## config.mk

```make
export PLATFORM = sky130hd
export DESIGN_NAME = mmio_port_uart_responder
export DESIGN_NICKNAME = d
export VERILOG_FILES = /design/src/rtl/mmio_port_uart_responder.sv
export SDC_FILE = /design/constraint.sdc
export NUM_CORES = 1
export LEC_CHECK = 0
export ABC_AREA = 0
export CORE_MARGIN = 2
export CORE_UTILIZATION = 48
export CTS_BUF_LIST = sky130_fd_sc_hd__clkbuf_16
export DETAILED_ROUTE_END_ITERATION = 8
export GPL_TIMING_DRIVEN = 0
export PLACE_DENSITY = 0.83
export SYNTH_ARGS = -nofsm -noshare
export SYNTH_HDL_FRONTEND = slang
export SYNTH_SLANG_ARGS = --single-unit
```

## constraint.sdc

```tcl
create_clock -name clk -period 7.2 [get_ports clk]
set_clock_uncertainty 0.1 [all_clocks]
set_input_delay 1.44 -clock clk [delete_from_list [all_inputs] [get_ports clk]]
set_output_delay 1.44 -clock clk [all_outputs]
set_load 0.01 [all_outputs]
```

## src/rtl/mmio_port_uart_responder.sv

```systemverilog
// mmio_port_uart_responder
//
// Memory-mapped I/O responder on the MEM-stage data bus. It provides a 4-register window at
// IO_BASE with a PortOut register, a synchronized PortIn view, and an 8N1 serial transmitter
// that has a one-deep holding buffer and a status register.
//
// Register map (offset from IO_BASE, Address[1:0] ignored):
//   +0  PORT_OUT   read/write, 32 bits
//   +4  PORT_IN    read-only, {24'b0, synchronized PortIn}
//   +8  TX_DATA    write-only, WriteData[7:0] goes to the holding buffer; reads return 0
//   +12 TX_STATUS  read-only {29'b0, ovf, hold_full, busy}; writing 1 to bit 2 clears ovf
//
// Ports:
//   clk        system clock, all state updates on its rising edge
//   reset      synchronous, active-high reset
//   MemWrite   bus write strobe
//   MemRead    bus read strobe
//   Address    byte address
//   WriteData  store data
//   PortIn     asynchronous external input pins
//   ReadData   combinational read data, 0 unless a read hits the window
//   Hit        Address lies inside the window
//   PortOut    PortOut register
//   TxSerial   serial line, idles high

module mmio_port_uart_responder #(
    parameter logic [31:0] IO_BASE      = 32'h1001_0024,
    parameter int unsigned CLKS_PER_BIT = 434
) (
    input  logic        clk,
    input  logic        reset,
    input  logic        MemWrite,
    input  logic        MemRead,
    input  logic [31:0] Address,
    input  logic [31:0] WriteData,
    input  logic [7:0]  PortIn,
    output logic [31:0] ReadData,
    output logic        Hit,
    output logic [31:0] PortOut,
    output logic        TxSerial
);

    localparam int unsigned BaudW = $clog2(CLKS_PER_BIT);
    localparam logic [BaudW-1:0] BaudLast = BaudW'(CLKS_PER_BIT - 1);

    typedef enum logic [1:0] {
        StIdle,
        StStart,
        StData,
        StStop
    } state_e;

    state_e           state_q;
    logic [31:0]      port_out_q;
    logic [7:0]       sync1_q;
    logic [7:0]       sync2_q;
    logic [7:0]       hold_q;
    logic             hold_full_q;
    logic             ovf_q;
    logic [7:0]       shift_q;
    logic [BaudW-1:0] baud_q;
    logic [2:0]       bit_q;
    logic             tx_q;

    // Offset relative to the base; the unsigned wrap makes one compare cover any base.
    logic [31:0] offset;
    logic [1:0]  reg_sel;
    logic        unused_offset;

    assign offset        = Address - IO_BASE;
    assign reg_sel       = offset[3:2];
    assign unused_offset = ^offset[1:0];
    assign Hit           = (offset[31:4] == 28'd0);

    logic wr_en;
    logic port_out_wr;
    logic tx_data_wr;
    logic ovf_clr;
    logic baud_done;
    logic load;
    logic busy;
    logic tx_next;

    assign wr_en       = MemWrite && Hit;
    assign port_out_wr = wr_en && (reg_sel == 2'd0);
    assign tx_data_wr  = wr_en && (reg_sel == 2'd2);
    assign ovf_clr     = wr_en && (reg_sel == 2'd3) && WriteData[2];
    assign baud_done   = (baud_q == BaudLast);
    assign busy        = (state_q != StIdle);

    // The shifter takes the buffer from idle, or at the end of a stop bit for a
    // back-to-back frame.
    assign load = hold_full_q &&
                  ((state_q == StIdle) || ((state_q == StStop) && baud_done));

    // Line level for the current state; registered into tx_q, so the line lags the
    // state by one cycle.
    always_comb begin
        tx_next = 1'b1;
        unique case (state_q)
            StIdle:  tx_next = 1'b1;
            StStart: tx_next = 1'b0;
            StData:  tx_next = shift_q[bit_q];
            StStop:  tx_next = 1'b1;
            default: tx_next = 1'b1;
        endcase
    end

    always_comb begin
        ReadData = 32'd0;
        if (MemRead && Hit) begin
            unique case (reg_sel)
                2'd0:    ReadData = port_out_q;
                2'd1:    ReadData = {24'd0, sync2_q};
                2'd2:    ReadData = 32'd0;
                2'd3:    ReadData = {29'd0, ovf_q, hold_full_q, busy};
                default: ReadData = 32'd0;
            endcase
        end
    end

    always_ff @(posedge clk) begin
        if (reset) begin
            state_q     <= StIdle;
            port_out_q  <= 32'd0;
            sync1_q     <= 8'd0;
            sync2_q     <= 8'd0;
            hold_q      <= 8'd0;
            hold_full_q <= 1'b0;
            ovf_q       <= 1'b0;
            shift_q     <= 8'd0;
            baud_q      <= '0;
            bit_q       <= 3'd0;
            tx_q        <= 1'b1;
        end else begin
            sync1_q <= PortIn;
            sync2_q <= sync1_q;

            if (port_out_wr) begin
                port_out_q <= WriteData;
            end

            // A write on the same edge as a load refills the buffer; otherwise a write
            // to a full buffer is dropped and flagged.
            if (tx_data_wr) begin
                if (!hold_full_q || load) begin
                    hold_q      <= WriteData[7:0];
                    hold_full_q <= 1'b1;
                end else begin
                    ovf_q <= 1'b1;
                end
            end else if (load) begin
                hold_full_q <= 1'b0;
            end

            if (ovf_clr) begin
                ovf_q <= 1'b0;
            end

            tx_q <= tx_next;

            unique case (state_q)
                StIdle: begin
                    if (load) begin
                        shift_q <= hold_q;
                        baud_q  <= '0;
                        state_q <= StStart;
                    end
                end
                StStart: begin
                    if (baud_done) begin
                        baud_q  <= '0;
                        bit_q   <= 3'd0;
                        state_q <= StData;
                    end else begin
                        baud_q <= baud_q + 1'b1;
                    end
                end
                StData: begin
                    if (baud_done) begin
                        baud_q <= '0;
                        if (bit_q == 3'd7) begin
                            state_q <= StStop;
                        end else begin
                            bit_q <= bit_q + 3'd1;
                        end
                    end else begin
                        baud_q <= baud_q + 1'b1;
                    end
                end
                StStop: begin
                    if (baud_done) begin
                        baud_q <= '0;
                        if (load) begin
                            shift_q <= hold_q;
                            state_q <= StStart;
                        end else begin
                            state_q <= StIdle;
                        end
                    end else begin
                        baud_q <= baud_q + 1'b1;
                    end
                end
                default: state_q <= StIdle;
            endcase
        end
    end

    assign PortOut  = port_out_q;
    assign TxSerial = tx_q;

endmodule

```

==> results of run 1 <==
==> final timing paths <==
path              slack, ps                      end
setup / recovery        510             ReadData[29]
hold / removal          340    sync2_q[7]$_SDFF_PP0_
setup reg to reg       4120  shift_q[3]$_SDFFE_PP0P_
hold reg to reg         340    sync2_q[7]$_SDFF_PP0_
==> stage by stage <==
stage | instances | setup WS (ps) | total power [mW] | area (um2) | utilization (%)
final | 758 | 512 | 1.14 | 6180 | 70.5
after detailed placement | 742 | 586 | 0.639 | 5850 | 66.7
after global placement | 742 | 553 | 0.634 | 5850 | 66.7
after global routing | 758 | 362 | 1.18 | 6180 | 70.5
after CTS | 758 | 585 | 1.14 | 6180 | 70.5
after floorplan | 499 | 2090 | 0.563 | 4360 | -
==> cells by family after synthesis <==
group                      Yosys count  synth area share, %
AOI/OAI and AO/OA                  140                 21.8
xor gates and xnor gates             6                 1.20
adders and majority gates           10                 2.87
buffers and inverters               56                 5.48
DFF                                 81                 37.2
muxes                               17                 4.62
and+or+nand+nor                    189                 26.9
==> sequential cells by signal, indices dropped and copies added, names as in the netlist <==
name         cells
state_q          2
bit_q            3
sync2_q          8
shift_q          8
PortOut         32
ovf_q            1
hold_q           8
baud_q           9
TxSerial         1
sync1_q          8
hold_full_q      1
==> critical path: stages <==
cell             delay, ps
clkdlybuf4s50_1        490
or4_4                  610
nor4_1                 440
mux2i_1                310
and4_1                 230
clkbuf_1               300
and3_1                 240
buf_6                  130
buf_2                  190
and4_1                 220
clkdlybuf4s50_1        540
==> cell usage in the layout, fill, tap and decap left out, types with 5 or more instances in the layout <==
master	count
nand3_1	5
and4_1	25
ha_1	10
nor3_1	6
nand4_1	49
nor2b_1	21
mux2i_1	13
inv_1	8
or2_2	5
buf_2	11
clkbuf_16	9
nor4_1	10
o31ai_1	41
nand2_1	15
and3_1	11
a21oi_1	53
clkbuf_1	35
dfxtp_1	81
o21ai_0	10
a22o_1	5
nor2_1	20
clkdlybuf4s50_1	135
or3_1	8
==> power groups by stage <==
| stage | sequential (mW) | clock [mW] | combinational (mW) |
|---|---|---|---|
| after floorplan | 0.482 | 0 | 0.0813 |
| after global placement | 0.482 | 0 | 0.152 |
| after detailed placement | 0.483 | 0 | 0.156 |
| after CTS | 0.473 | 0.511 | 0.157 |
| after global routing | 0.475 | 0.532 | 0.177 |
| final | 0.473 | 0.508 | 0.159 |
==> Yosys cell counts (all sizes together) (11+ instances only) <==
cell type and n:
nand2 15, and3 11, buf 13, and4 25, a21oi 53, clkbuf 35
nand4 49, mux2i 13, nor2 20, o31ai 41, dfxtp 81, nor2b 21
==> area by class of cell <==
cell class / count / share of cell area (%)
repair buffers: 135 / 21.9
plain buffers: 48 / 3.38
flip-flops and latches: 81 / 26.2
well taps: 108 / 2.19
inverters: 8 / 0.486
clock inverters: 7 / 1.70
multi-input cells: 362 / 40.5
clock buffers: 9 / 3.65
==> metal layers <==
metal  wire length (um)  share of wire [%]  vias to the layer above
met4                308                2.1                        0
met2               7090                 49                      223
met3               1290                9.0                       34
met1               5710                 40                     2246
li1                   -                  -                     2240
met5                  0                  0                        -
==> summary.txt, run 1 <==
Min path
  • Min-Delay Path Depth: 1
  • Hold Path Origin: sync1_q[7]$_SDFF_PP0_
  • Hold Path Class: reg -> reg

Pwr
  • Net Sw Frac: 25.7%
  • Leakage: 2.06 nW
  • Int Pwr: 0.848 mW
  • Net Switching: 0.293 mW
  • Reg power frac: 41.5%
  • Worst vdd ir: 0.203 mV
  • Clk network pwr share: 44.5%
  • Combinational share of power: 14.0%
  • PwrDens: 185 nW/um2

Cells and area
  • Sequential Area: 1620 um2
  • Fin nets: 731
  • Syn-to-layout area delta: 41.7%
  • N_diodes: 0
  • Multi-input logic area: 2500 um2
  • Share of layout cells above drive strength 1: 6.46%
  • Filler cell count: 721

Clocking
  • Setup bufs post-CTS: 0
  • Post-CTS Resized: 0
  • Number of CTS-inserted buffers: 9
  • Clock Sinks: 81
  • CTS clock-pin slew for the worst setup and hold paths: 60 ps
  • Maximum clock path buffer count: 2
  • CTS Hold Bufs: 0
  • CTS tree: done
  • Clock tree root driver cell: clkbuf_16
  • H-tree Lvls: 3
  • Latest clock arrival within the worst-skew pair: 340 ps

STA
  • Fin crit share: 92.9%
  • Endpoints failing hold: 0
  • # setup viols final: 0
  • Maximum clock rate: 0.150 GHz
  • Total negative slack: 0 ps
  • Tmin final: 6690 ps
  • Worst Tran Pin Value: 1170 ps
  • RSZ-0062 raised after global routing: no
  • Slew Viols, Final: 0
  • Final Hold Slack: 335 ps
  • Worst relative slew slack: 21.6%

GRT
  • All-layer global routing usage: 28.5%
  • Top Usage Layer GRT: met2
  • Met3 usage: 7.52%
  • GR Layer Usage met1: 34.6%
  • Met2 usage: 49.0%
  • Overflow after GRT: 0
  • First-pass GRT wire length: 22800 um
  • Number of global-route vias before repair: 4484
  • Initial antenna violation count: 0
  • Largest net degree at the start of global routing: 17

Floorplan
  • Initial core utilization: 49.8%
  • I/O Pins: 142
  • Full die area: 9870 um2
  • Die Span X: 99.3 um
  • FP Rows: 34
  • DIE HEIGHT: 99.3 um
  • Core area: 8760 um2

Drt
  • Drt pass-1 iters: 5
  • Drt wl/cell: 19.0 um
  • DR DRC count: 0
  • Via count: 4743
  • Final ANT Viol Nets: 0
  • Vias/cell: 6.26
  • Iter 0 DRT Violations: 355
  • Drt total wl: 14400 um

Worst setup path
  • CP Launch Point: Address[8]
  • R2R cell count: 7
  • Type of destination of the critical path: output pin
  • Worst EP arrival: 5150 ps
  • Crit-path max FO: 10
  • Startpoint types: input port
  • Worst Setup Path Type: in -> out
  • Worst Path Required: 5660 ps
  • Worst flop-to-flop path startpoint: baud_q[0]$_SDFFE_PP0P_

Yosys
  • Synth area leader: dfxtp_1
  • Avg Inst Size Synth: 8.74 um2
  • Cell Area, Synth: 4360 um2
  • Area contributors post-synth: dfxtp_1 37%, o31ai_1 7.1%, nand4_1 7.0%, a21oi_1 6.1%, and4_1 5.0%
  • Async SR Flop Fraction: 0%
  • Seq cells post-synth: 81
  • Syn Inst Count: 499
  • Yosys cell types: 55
  • Syn nets: 585
  • Area share of the largest cell type after synthesis: 37.2%
  • Post-synth EDFFs: 0
  • Sequential share of the synthesized area: 37.2%
  • Ys Warns: 0
  • Top_reg_cell synth: dfxtp_1

Status
  • Run status: finished clean

Placement
  • Hpwl dp: 10800 um
  • IO buf count: 135
  • Placer Congestion: 0.890

Run
  • Total of max-cap violations: 0
Note: power is estimated with default switching activity, not from simulation.
==> run 2, diff against run 1 <==
CAP_MARGIN = 10   (was not set)
CORE_UTILIZATION = 50   (was 48)
DONT_BUFFER_PORTS = 1   (was not set)
PLACE_DENSITY = not set   (was 0.83)
==> run 2 against run 1 <==
  * Die area decreased by 3.8%
  * Sequential cell count unchanged
  * Clock power increased by 8.7%
  * Combinational power decreased by 35%
  * Hold slack got worse by 2.3 ps
  * Wire length decreased by 15%
  * Core utilization decreased by 14 points
  * Register-to-register slack improved by 40 ps
  * Critical path type unchanged
==> summary.txt, run 2 (synthesis results as in run 1) <==
Floorplan
  • Die Span X: 97.4 um (was 99.3 um)
  • I/O Pins: 142 (unchanged)
  • DIE HEIGHT: 97.4 um (was 99.3 um)
  • FP Rows: 34 (unchanged)
  • Core area: 8590 um2 (was 8760 um2)
  • Initial core utilization: 50.8% (was 49.8%)
  • Full die area: 9490 um2 (was 9870 um2)

GRT
  • All-layer global routing usage: 25.0% (was 28.5%)
  • First-pass GRT wire length: 19400 um (was 22800 um)
  • Number of global-route vias before repair: 3734 (was 4484)
  • Initial antenna violation count: 0 (unchanged)
  • Largest net degree at the start of global routing: 14 (was 17)
  • Overflow after GRT: 0 (unchanged)

STA
  • Final Hold Slack: 333 ps (was 335 ps)
  • RSZ-0062 raised after global routing: no (unchanged)
  • Tmin final: 5550 ps (was 6690 ps)
  • Slew Viols, Final: 0 (unchanged)
  • Endpoints failing hold: 0 (unchanged)
  • Final Worst Setup Slack: 1650 ps (was 512 ps)
  • Maximum clock rate: 0.180 GHz (was 0.150 GHz)
  • Worst relative slew slack: 28.5% (was 21.6%)
  • Worst Tran Pin Value: 1060 ps (was 1170 ps)
  • # setup viols final: 0 (unchanged)
  • Fin crit share: 77.2% (was 92.9%)
  • Total negative slack: 0 ps (unchanged)

Clocking
  • H-tree Lvls: 3 (unchanged)
  • Maximum clock path buffer count: 2 (unchanged)
  • CTS clock-pin slew for the worst setup and hold paths: 60 ps (about the same)
  • CTS Hold Bufs: 0 (unchanged)
  • Number of CTS-inserted buffers: 9 (unchanged)
  • Post-CTS Resized: 0 (unchanged)
  • Clock tree root driver cell: clkbuf_16 (unchanged)
  • Latest clock arrival within the worst-skew pair: 330 ps (was 340 ps)
  • Setup bufs post-CTS: 0 (unchanged)
  • Clock Sinks: 81 (unchanged)
  • CTS tree: done (unchanged)

Drt
  • Via count: 3999 (was 4743)
  • Vias/cell: 6.43 (was 6.26)
  • Final ANT Viol Nets: 0 (unchanged)
  • Drt wl/cell: 19.7 um (was 19.0 um)
  • DR DRC count: 0 (unchanged)
  • Iter 0 DRT Violations: 192 (was 355)
  • Drt total wl: 12300 um (was 14400 um)
  • Drt pass-1 iters: 4 (was 5)

Min path
  • Hold Path Class: reg -> reg (unchanged)

Cells and area
  • Commonest non-fill, non-tap cell in the layout: dfxtp_1 (was clkdlybuf4s50_1)
  • Multi-input logic area: 2500 um2 (unchanged)
  • Sequential Area: 1620 um2 (unchanged)
  • N_diodes: 0 (unchanged)
  • Share of layout cells above drive strength 1: 7.78% (was 6.46%)
  • Commonest cells after routing, fill and taps aside: 81 x dfxtp_1, 53 x a21oi_1, 49 x nand4_1, 41 x o31ai_1, 35 x clkbuf_1 (was 135 x clkdlybuf4s50_1, 81 x dfxtp_1, 53 x a21oi_1, 49 x nand4_1, 41 x o31ai_1)
  • Filler cell count: 796 (was 721)
  • Post-route cell area: 4850 um2 (was 6180 um2)
  • Fin nets: 596 (was 731)
  • Syn-to-layout area delta: 11.3% (was 41.7%)
  • Max reg flops: 32 (unchanged)

Pwr
  • Worst vdd ir: 0.168 mV (was 0.203 mV)
  • PwrDens: 233 nW/um2 (was 185 nW/um2)
  • Leakage: 1.58 nW (was 2.06 nW)
  • Total power: 1.13 mW (was 1.14 mW)

Status
  • Run status: finished clean (unchanged)

Worst setup path
  • Startpoint types: input port (unchanged)
  • Worst Setup Path Type: in -> out (unchanged)
  • Worst Path Required: 5660 ps (about the same)
  • Worst EP arrival: 4010 ps (was 5150 ps)
  • Crit-path max FO: 10 (unchanged)
  • Type of destination of the critical path: output pin (unchanged)

Placement
  • Pre-CTS WS: 1660 ps (was 586 ps)
  • Placer Congestion: 0.890 (about the same)
  • Hpwl dp: 9090 um (was 10800 um)
  • Placed Area: 4500 um2 (was 5850 um2)
  • IO buf count: 0 (was 135)

Run
  • Total of max-cap violations: 0 (unchanged)
[run 2: cell types whose count changed in the layout (fill, tap and decap cells not counted)]
cell             previous run  this run
inv_1                       8         9
clkdlybuf4s50_1           135         0
inv_6                       3         0
bufinv_16                   2         4
inv_8                       1         0
clkinv_4                    0         1
clkinvlp_4                  1         0
[run 2: power breakdown]
group	internal [mW]	total, mW	switching [mW]
Sequential	0.462	0.475	0.0126
Combinational	0.0399	0.104	0.0642
Clock	0.371	0.552	0.181
[run 2: path summary, 6_finish.rpt]
check	endpoint	startpoint	cells after the start	slack (ps)
worst max-delay path	ReadData[27]	Address[3]	10	1650
worst min-delay path	sync2_q[1]$_SDFF_PP0_	sync1_q[1]$_SDFF_PP0_	1	330
worst max register to register	hold_q[2]$_SDFFE_PP0P_	baud_q[0]$_SDFFE_PP0P_	7	4160
worst min register to register	sync2_q[1]$_SDFF_PP0_	sync1_q[1]$_SDFF_PP0_	1	330
[run 2: cell type report]
cell class	count	share of cell area, %
Multi-Input combinational cell	362	51.5
Clock inverter	6	2.73
Tap cell	108	2.78
Sequential cell	81	33.4
Buffer	48	4.30
Clock buffer	9	4.64
Inverter	8	0.619
[run 2: critical path: stages]
cell	delay, ps
buf_2	170
o31a_1	380
nor4_1	400
mux2i_1	300
and4_1	220
clkbuf_1	290
and3_1	230
buf_6	130
buf_2	190
and4_1	260
[run 2: per-layer routing]
| layer | vias up | track usage, % | part of all wire, % |
|---|---|---|---|
| li1 | 1965 | - | - |
| met1 | 1902 | 30.5 | 44 |
| met2 | 112 | 42.6 | 48 |
| met3 | 20 | 6.69 | 6.1 |
| met4 | 0 | 8.44 | 2.1 |
| met5 | - | 0 | 0 |
[run 2: per-stage QoR]
stage / utilization [%] / std cells
after global placement: 52.3 / 607
after detailed placement: 52.3 / 607
after CTS: 56.5 / 622
after global routing: 56.5 / 622
after floorplan: - / 499
final: 56.5 / 622
